[src/rtl/pipe_hazard_ctrl_if.sv]
// Signal bundle between the pipeline datapath and the hazard controller.
// master: the hazard controller; slave: the pipeline stages it steers.
interface pipe_hazard_ctrl_if;
  logic [4:0]  id_rs1_addr;
  logic [4:0]  id_rs2_addr;
  logic        id_uses_rs1;
  logic        id_uses_rs2;
  logic [4:0]  ex_rd_addr;
  logic        ex_mem_read;
  logic        ex_redirect;
  logic        dmem_req;
  logic        dmem_ready;
  logic        imem_ready;

  logic        pc_stall;
  logic        if_id_stall;
  logic        if_id_flush;
  logic        id_ex_stall;
  logic        id_ex_flush;
  logic        ex_mem_stall;
  logic        mem_wb_flush;
  logic        mem_err;
  logic        fsm_state;
  logic [31:0] stall_cycles;
  logic [31:0] redirect_count;

  modport master (
    input  id_rs1_addr, id_rs2_addr, id_uses_rs1, id_uses_rs2,
           ex_rd_addr, ex_mem_read, ex_redirect, dmem_req, dmem_ready, imem_ready,
    output pc_stall, if_id_stall, if_id_flush, id_ex_stall, id_ex_flush,
           ex_mem_stall, mem_wb_flush, mem_err, fsm_state, stall_cycles, redirect_count
  );

  modport slave (
    output id_rs1_addr, id_rs2_addr, id_uses_rs1, id_uses_rs2,
           ex_rd_addr, ex_mem_read, ex_redirect, dmem_req, dmem_ready, imem_ready,
    input  pc_stall, if_id_stall, if_id_flush, id_ex_stall, id_ex_flush,
           ex_mem_stall, mem_wb_flush, mem_err, fsm_state, stall_cycles, redirect_count
  );
endinterface

[src/rtl/pipe_hazard_ctrl.sv]
// 5-stage pipeline hazard controller: load-use, redirect, imem wait and dmem freeze with timeout.
// Optional performance counters are built when HAZARD_PERF_CNT_EN is defined.
module pipe_hazard_ctrl #(
  parameter int unsigned TIMEOUT_CYCLES = 16
) (
  input  logic                clk,
  input  logic                rst,
  pipe_hazard_ctrl_if.master  bus
);

  localparam int unsigned CNT_W = 5;
  localparam logic [CNT_W-1:0] TIMEOUT_C = CNT_W'(TIMEOUT_CYCLES);

  typedef enum logic {RUN = 1'b0, MEM_WAIT = 1'b1} state_e;

  state_e           state_q, state_d;
  logic [CNT_W-1:0] cnt_q, cnt_d;
  logic             lu_c;
  logic             freeze_c;
  logic             mem_err_c;
  logic             pc_stall_c, if_id_stall_c, if_id_flush_c, id_ex_stall_c;
  logic             id_ex_flush_c, ex_mem_stall_c, mem_wb_flush_c;

  assign lu_c = bus.ex_mem_read && (bus.ex_rd_addr != 5'd0) &&
                ((bus.id_uses_rs1 && (bus.id_rs1_addr == bus.ex_rd_addr)) ||
                 (bus.id_uses_rs2 && (bus.id_rs2_addr == bus.ex_rd_addr)));

  always_ff @(posedge clk or posedge rst) begin
    if (rst) begin
      state_q <= RUN;
      cnt_q   <= '0;
    end else begin
      state_q <= state_d;
      cnt_q   <= cnt_d;
    end
  end

  always_comb begin
    state_d        = state_q;
    cnt_d          = cnt_q;
    freeze_c       = 1'b0;
    mem_err_c      = 1'b0;
    pc_stall_c     = 1'b0;
    if_id_stall_c  = 1'b0;
    if_id_flush_c  = 1'b0;
    id_ex_stall_c  = 1'b0;
    id_ex_flush_c  = 1'b0;
    ex_mem_stall_c = 1'b0;
    mem_wb_flush_c = 1'b0;

    unique case (state_q)
      RUN: begin
        if (bus.dmem_req && !bus.dmem_ready) begin
          state_d  = MEM_WAIT;
          cnt_d    = CNT_W'(1);
          freeze_c = 1'b1;
        end
      end
      MEM_WAIT: begin
        if (bus.dmem_ready) begin
          state_d = RUN;
          cnt_d   = '0;
        end else if (cnt_q < TIMEOUT_C) begin
          cnt_d    = cnt_q + CNT_W'(1);
          freeze_c = 1'b1;
        end else begin
          // Give up on the access: release the pipe and flag the error.
          state_d   = RUN;
          cnt_d     = '0;
          mem_err_c = 1'b1;
        end
      end
      default: begin
        state_d = RUN;
        cnt_d   = '0;
      end
    endcase

    if (freeze_c) begin
      pc_stall_c     = 1'b1;
      if_id_stall_c  = 1'b1;
      id_ex_stall_c  = 1'b1;
      ex_mem_stall_c = 1'b1;
      mem_wb_flush_c = 1'b1;
    end else if (bus.ex_redirect) begin
      if_id_flush_c = 1'b1;
      id_ex_flush_c = 1'b1;
    end else if (lu_c) begin
      pc_stall_c    = 1'b1;
      if_id_stall_c = 1'b1;
      id_ex_flush_c = 1'b1;
    end else if (!bus.imem_ready) begin
      pc_stall_c    = 1'b1;
      if_id_flush_c = 1'b1;
    end

    // Reset silences every control immediately, even mid-freeze.
    if (rst) begin
      freeze_c       = 1'b0;
      mem_err_c      = 1'b0;
      pc_stall_c     = 1'b0;
      if_id_stall_c  = 1'b0;
      if_id_flush_c  = 1'b0;
      id_ex_stall_c  = 1'b0;
      id_ex_flush_c  = 1'b0;
      ex_mem_stall_c = 1'b0;
      mem_wb_flush_c = 1'b0;
    end
  end

  assign bus.pc_stall     = pc_stall_c;
  assign bus.if_id_stall  = if_id_stall_c;
  assign bus.if_id_flush  = if_id_flush_c;
  assign bus.id_ex_stall  = id_ex_stall_c;
  assign bus.id_ex_flush  = id_ex_flush_c;
  assign bus.ex_mem_stall = ex_mem_stall_c;
  assign bus.mem_wb_flush = mem_wb_flush_c;
  assign bus.mem_err      = mem_err_c;
  assign bus.fsm_state    = (state_q == MEM_WAIT);

`ifdef HAZARD_PERF_CNT_EN
  logic [31:0] stall_cycles_q, redirect_count_q;

  // Saturating event counters.
  always_ff @(posedge clk or posedge rst) begin
    if (rst) begin
      stall_cycles_q   <= '0;
      redirect_count_q <= '0;
    end else begin
      if (pc_stall_c && (stall_cycles_q != 32'hFFFF_FFFF))
        stall_cycles_q <= stall_cycles_q + 32'd1;
      if (!freeze_c && bus.ex_redirect && (redirect_count_q != 32'hFFFF_FFFF))
        redirect_count_q <= redirect_count_q + 32'd1;
    end
  end

  assign bus.stall_cycles   = stall_cycles_q;
  assign bus.redirect_count = redirect_count_q;
`else
  assign bus.stall_cycles   = 32'h0;
  assign bus.redirect_count = 32'h0;
`endif

endmodule

[src/flat_wrapper.sv]
// flat-port wrapper written by rule: the top's interface ports become plain ports
module pipe_hazard_ctrl_flat 
#(
  parameter int unsigned TIMEOUT_CYCLES = 16
)
  (clk, rst, bus_id_rs1_addr, bus_id_rs2_addr, bus_id_uses_rs1, bus_id_uses_rs2, bus_ex_rd_addr, bus_ex_mem_read, bus_ex_redirect, bus_dmem_req, bus_dmem_ready, bus_imem_ready, bus_pc_stall, bus_if_id_stall, bus_if_id_flush, bus_id_ex_stall, bus_id_ex_flush, bus_ex_mem_stall, bus_mem_wb_flush, bus_mem_err, bus_fsm_state, bus_stall_cycles, bus_redirect_count);
  pipe_hazard_ctrl_if bus_i ();
  input  logic clk;
  input  logic rst;
  input wire logic [$bits(bus_i.id_rs1_addr)-1:0] bus_id_rs1_addr;
  input wire logic [$bits(bus_i.id_rs2_addr)-1:0] bus_id_rs2_addr;
  input wire logic [$bits(bus_i.id_uses_rs1)-1:0] bus_id_uses_rs1;
  input wire logic [$bits(bus_i.id_uses_rs2)-1:0] bus_id_uses_rs2;
  input wire logic [$bits(bus_i.ex_rd_addr)-1:0] bus_ex_rd_addr;
  input wire logic [$bits(bus_i.ex_mem_read)-1:0] bus_ex_mem_read;
  input wire logic [$bits(bus_i.ex_redirect)-1:0] bus_ex_redirect;
  input wire logic [$bits(bus_i.dmem_req)-1:0] bus_dmem_req;
  input wire logic [$bits(bus_i.dmem_ready)-1:0] bus_dmem_ready;
  input wire logic [$bits(bus_i.imem_ready)-1:0] bus_imem_ready;
  output wire logic [$bits(bus_i.pc_stall)-1:0] bus_pc_stall;
  output wire logic [$bits(bus_i.if_id_stall)-1:0] bus_if_id_stall;
  output wire logic [$bits(bus_i.if_id_flush)-1:0] bus_if_id_flush;
  output wire logic [$bits(bus_i.id_ex_stall)-1:0] bus_id_ex_stall;
  output wire logic [$bits(bus_i.id_ex_flush)-1:0] bus_id_ex_flush;
  output wire logic [$bits(bus_i.ex_mem_stall)-1:0] bus_ex_mem_stall;
  output wire logic [$bits(bus_i.mem_wb_flush)-1:0] bus_mem_wb_flush;
  output wire logic [$bits(bus_i.mem_err)-1:0] bus_mem_err;
  output wire logic [$bits(bus_i.fsm_state)-1:0] bus_fsm_state;
  output wire logic [$bits(bus_i.stall_cycles)-1:0] bus_stall_cycles;
  output wire logic [$bits(bus_i.redirect_count)-1:0] bus_redirect_count;
  assign bus_i.id_rs1_addr = bus_id_rs1_addr;
  assign bus_i.id_rs2_addr = bus_id_rs2_addr;
  assign bus_i.id_uses_rs1 = bus_id_uses_rs1;
  assign bus_i.id_uses_rs2 = bus_id_uses_rs2;
  assign bus_i.ex_rd_addr = bus_ex_rd_addr;
  assign bus_i.ex_mem_read = bus_ex_mem_read;
  assign bus_i.ex_redirect = bus_ex_redirect;
  assign bus_i.dmem_req = bus_dmem_req;
  assign bus_i.dmem_ready = bus_dmem_ready;
  assign bus_i.imem_ready = bus_imem_ready;
  assign bus_pc_stall = bus_i.pc_stall;
  assign bus_if_id_stall = bus_i.if_id_stall;
  assign bus_if_id_flush = bus_i.if_id_flush;
  assign bus_id_ex_stall = bus_i.id_ex_stall;
  assign bus_id_ex_flush = bus_i.id_ex_flush;
  assign bus_ex_mem_stall = bus_i.ex_mem_stall;
  assign bus_mem_wb_flush = bus_i.mem_wb_flush;
  assign bus_mem_err = bus_i.mem_err;
  assign bus_fsm_state = bus_i.fsm_state;
  assign bus_stall_cycles = bus_i.stall_cycles;
  assign bus_redirect_count = bus_i.redirect_count;
  pipe_hazard_ctrl #(.TIMEOUT_CYCLES(TIMEOUT_CYCLES)) u_core (.clk(clk), .rst(rst), .bus(bus_i));
endmodule
[config.mk]
export PLATFORM = sky130hd
export DESIGN_NAME = pipe_hazard_ctrl_flat
export DESIGN_NICKNAME = d
export VERILOG_FILES = /design/src/rtl/pipe_hazard_ctrl_if.sv /design/src/rtl/pipe_hazard_ctrl.sv /design/src/flat_wrapper.sv
export SDC_FILE = /design/constraint.sdc
export NUM_CORES = 1
export LEC_CHECK = 0
export BUFFER_PORTS_ARGS = -buffer_cell sky130_fd_sc_hd__buf_2
export CORE_ASPECT_RATIO = 0.6
export CORE_MARGIN = 1
export CORE_UTILIZATION = 33
export CTS_CLUSTER_SIZE = 16
export DETAILED_ROUTE_END_ITERATION = 16
export PLACE_DENSITY = 0.89
export SLEW_MARGIN = 20
export SYNTH_ARGS = -nofsm -noshare
export SYNTH_HDL_FRONTEND = slang
export SYNTH_SLANG_ARGS = --single-unit
[constraint.sdc]
create_clock -name clk -period 1.23 [get_ports clk]
set_input_delay 0.123 -clock clk [delete_from_list [all_inputs] [get_ports clk]]
set_output_delay 0.123 -clock clk [all_outputs]
set_load 0.01 [all_outputs]
Word level (Yosys, flattened, before mapping)
Index checks and enable logic that the tools add are counted.

operators by class
  $add $sub $neg = 1
  magnitude comparators = 1
  eq/ne operators = 3
  mux-type cells = 30
  bitwise operators = 1
  reduce and logical (&&, ||, !) cells = 8

operators with widths
  kind                                               count
  2-to-1 mux 1 bit                                   25
  2-to-1 mux 5 bit                                   3
  equality test 5 bit                                2
  case mux 5 bit (2 select lines)                    1
  adder 5 x 1 -> 5 bit, second input constant        1
  logical AND 1 bit                                  5
  less-than comparator 5 bit, second input constant  1
  nonzero test 5 bit                                 1
  != test 2 x 1 -> 1 bit, second input constant      1
  case mux 1 bit (2 select lines)                    1
  logical NOT 1 bit                                  1
  logical OR 1 bit                                   1
  NOT 1 bit                                          1

storage, ports and cells
  register bits after elaboration = 6
  input bits = 24
  logic and storage cells = 46

Logic depth before layout (Yosys ltp)
  depth after elaboration = 8
  gate-level depth with buffers = 4
  gate-level depth less buffers = 4

Least setup slack after synthesis
OpenSTA, ideal clock, no wires.

  path kind = register to output
  start = reg u_core.state_q (netlist: u_core.bus.fsm_state)
  end = out bus_pc_stall
  data arrival time = 1,438 ps
  data required time = 1,107 ps
  slack = -331 ps
  cell stages (with the launch flop) = 5
  cell sequence = dfrtp_1 > nand2b_1 > a211oi_1 > nor2_1 > o21ai_0

on the way
  cells in the longest elaborated chain, start to end = 4

RTL lines
  what                               RTL line                RTL
  from (decl)                        pipe_hazard_ctrl.sv:16  state_e state_q, state_d;
  from (signal assigned)             pipe_hazard_ctrl.sv:33  state_q <= state_d;
  NOT 1 bit                          pipe_hazard_ctrl.sv:51  unique case (state_q)
  case mux 1 bit (2 select lines) *  pipe_hazard_ctrl.sv:51
  2-to-1 mux 1 bit *                 pipe_hazard_ctrl.sv:79  if (freeze_c) begin
  2-to-1 mux 1 bit *                 pipe_hazard_ctrl.sv:98  if (rst) begin
  to (decl)                          flat_wrapper.sv:20      output wire logic [$bits(bus_i.pc_stall)-1:0] bus_pc_stall;

Every way passes the cells marked *; elsewhere a longest branch is shown, timed or not.

Worst setup path after layout
  start = reg u_core.state_q (netlist: u_core.bus.fsm_state)
  end = out bus_id_ex_stall

on the way
  cells in the longest elaborated chain, start to end = 4

RTL lines
  what                               RTL line                RTL
  NOT 1 bit                          pipe_hazard_ctrl.sv:51
  case mux 1 bit (2 select lines) *  pipe_hazard_ctrl.sv:51
  2-to-1 mux 1 bit *                 pipe_hazard_ctrl.sv:79
  2-to-1 mux 1 bit *                 pipe_hazard_ctrl.sv:98
  to (decl)                          flat_wrapper.sv:23      output wire logic [$bits(bus_i.id_ex_stall)-1:0] bus_id_ex_stall;

Marked as above.

==> out/qor.txt <==
outcome: finished, violations left
failing checks: negative setup slack
Max-cap violations: 0
Buf+Inv Stages, Crit Path: 3
Crit. path cell count: 5
EDFF count, synth: 0
die width: 72.93 um
placed insts: 201
initial core utilization: 0.3468
Top Family by Delay on Critical Path: flip-flops
Final Cycle Share: 1.267
Max Freq: 0.6415 GHz
Post-Route WL: 1863 um
critical path class: reg -> out
# DRC: 0
fin. max-slew vios: 0
worst path required time: 1.11 ns
Final Instance Count excl. Fillers: 209
syn_area_per_cell: 8.164 sq um
Fillers: 297
Num CTS Buffers: 3
area of the core: 0.002872 sq mm
total clock sinks: 6
Post-DRT Antenna Nets: 0
Buffers on Ports: 32
synthesized flop and latch total: 6
Worst Path Arrival: 1.44 ns
Top FF cell, synth: dfrtp_1
Max VDD drop: 0.3237 mV
global-route wire length before repair: 2766 um
placed cell areas: 0.001065 sq mm
critical path's largest stage delay: 0.42 ns
antenna violations before repair: 0
later-pin clock latency in the skew report: 0.22 ns
Area growth, synth to finish: 17.09%
Post-Synthesis Cells: 122
Period minus WS final: 1.559 ns
layout cells sized above 1: 0.3353
Ports: 97
CP startpoint kind: flip-flop
H-Tree Depth: 1
slowest CP cell: dfrtp_2
largest net degree at the start of global routing: 8
power per cell area: 769.6 mW/mm^2
GR Overflow Total: 0
worst hold path class: in -> reg
number of antenna diodes: 0
Final Wtd Congestion: 0.8491
Hold Fails Final Rpt: 0
Die ar.: 0.003249 sq mm
Worst Setup End Kind: output pin
Setup Total Neg Slack: -2.187 ns
Clk pin slew, worst setup/hold paths: 0.04 ns
final setup vio count: 7
post-route cell area: 0.001166 sq mm
FF-to-FF path depth: 3
hold depth: 3
asr flop ratio synth: 1.000
Final Net Count: 193
first drt pass iteration count: 4
peak fanout along the critical path: 3
PnR worst setup slack: -0.3288 ns
DR vias: 781
Seq/Total Area, Yosys: 0.1508
Via density: 3.737
post-layout util: 0.4061
DRT iter0 DRCs: 23
Synth cell types: 29
root buffer cell: clkbuf_8
DP HPWL: 1585 um
Clock Skews: 0.003288 ns
GRT Util Overall: 0.1128
Bufs on Longest Clock Path: 2
CTS tree: done
Die H: 44.56 um
vias in the first global route: 604
DR WL/cell: 8.914 um
# rows: 15
Syn Std Cell Area: 996.0 sq um
RSZ-0062 raised after global routing: true
Leakage: 0.6599 nW
Yosys warnings: 0
crit-path cells: nand2b_4 > buf_12 > a211oi_4 > buf_4 > buf_2
[cells by family (layout without fill, tap and decap cells)]
group / after synthesis / after routing / share of synthesized area
xor gates and xnor gates: 12 / 12 / 0.1055
AOI/OAI and AO/OA: 14 / 14 / 0.1055
buffers and inverters: 69 / 51 / 0.5088
other: 1 / 64 / 0.003765
DFF: 6 / 6 / 0.1507
adders and majority gates: 1 / 1 / 0.01256
and+or+nand+nor: 19 / 19 / 0.1131
[Yosys cell counts (all sizes together) (2+ instances only)]
cell / number / area (sq um)
a21oi: 2 / 10.01
nand2b: 2 / 12.51
dfrtp: 6 / 150.1
xor2: 9 / 78.83
a22o: 4 / 35.03
nand2: 2 / 7.510
buf: 66 / 495.5
o21ai: 3 / 18.77
inv: 3 / 11.26
nor2: 3 / 11.26
nor3: 2 / 10.01
xnor2: 3 / 26.28
nor4: 2 / 18.77
or3: 2 / 12.51
[repair_timing]
item                       4_1_cts  5_1_grt
setup endpoints to repair        7        8
pin swaps                        4        0
resized for setup                1        2
hold buffers                     1        0
hold endpoints to repair         6        0
setup buffers                    3        0
[flip-flops by register name, summed over array words and instances, names as in the netlist]
signal                cells
u_core.bus.fsm_state      1
u_core.cnt_q              5
[metrics by stage]
stage / power, mW / hold slack [ns] / worst slack [ns]
CTS: 0.8957 / 0.2908 / -0.3365
global placement: 0.5528 / 0.1789 / -0.2427
global route: 0.9574 / 0.3029 / -0.3919
finish: 0.8974 / 0.2998 / -0.3288
floorplan: 0.5927 / -0.08055 / -0.09097
detailed placement: 0.5607 / 0.1805 / -0.1954
[path summary, 6_finish.rpt]
check                                startpoint              endpoint  slack (ns)
setup / recovery           u_core.bus.fsm_state       bus_id_ex_stall       -0.33
hold / removal                   bus_dmem_ready       u_core.cnt_q[0]        0.30
setup reg to reg                u_core.cnt_q[0]       u_core.cnt_q[2]        0.11
hold reg to reg                 u_core.cnt_q[0]       u_core.cnt_q[0]        0.56
max in group asynchronous                   rst  u_core.bus.fsm_state        0.60
min in group asynchronous                   rst       u_core.cnt_q[1]        0.50
[metal layers]
metal | vias to the layer above | wire [um] | share of wire | GRT usage
met4 | 0 | 17 | 0.0091 | 0.01176
met3 | 4 | 103 | 0.055 | 0.02961
met5 | - | 0 | 0 | 0
met2 | 40 | 993 | 0.53 | 0.2112
met1 | 370 | 748 | 0.40 | 0.1358
li1 | 367 | - | - | -
[layout make-up]
| class | instances | area, sq um | area share |
|---|---|---|---|
| flip-flops and latches | 6 | 151.4 | 0.1298 |
| repair buffers | 44 | 284.0 | 0.2436 |
| clock buffers | 4 | 45.04 | 0.03863 |
| well taps | 42 | 52.55 | 0.04506 |
| multi-input cells | 110 | 621.8 | 0.5333 |
| inverters | 3 | 11.26 | 0.009657 |
[layout by cell type (no fill, tap or decap), types with 2 or more instances in the layout]
cell	Yosys	routed
conb_1	1	64
buf_2	0	31
xor2_1	9	9
buf_4	66	9
dfrtp_1	6	5
a22o_1	4	4
nor2_1	3	3
inv_1	3	3
xnor2_1	3	3
clkbuf_8	0	3
nand2b_4	0	2
or3_1	2	2
nand2_1	2	2
buf_12	0	2
[worst reg2reg max path, delay by kind of cell (launching register included)]
family                     cells  cell delay, ns
xor gates and xnor gates       1            0.15
AOI/OAI and AO/OA              1            0.22
adders and majority gates      1            0.24
DFF                            1            0.40
[where the power goes]
part	internal (mW)	leakage, nW	switching [mW]
Clock	0.223	0.0228	0.0845
Sequential	0.216	0.0783	0.0189
Combinational	0.143	0.559	0.212
Total	0.582	0.660	0.315
Power figures use the tool's default switching activity.
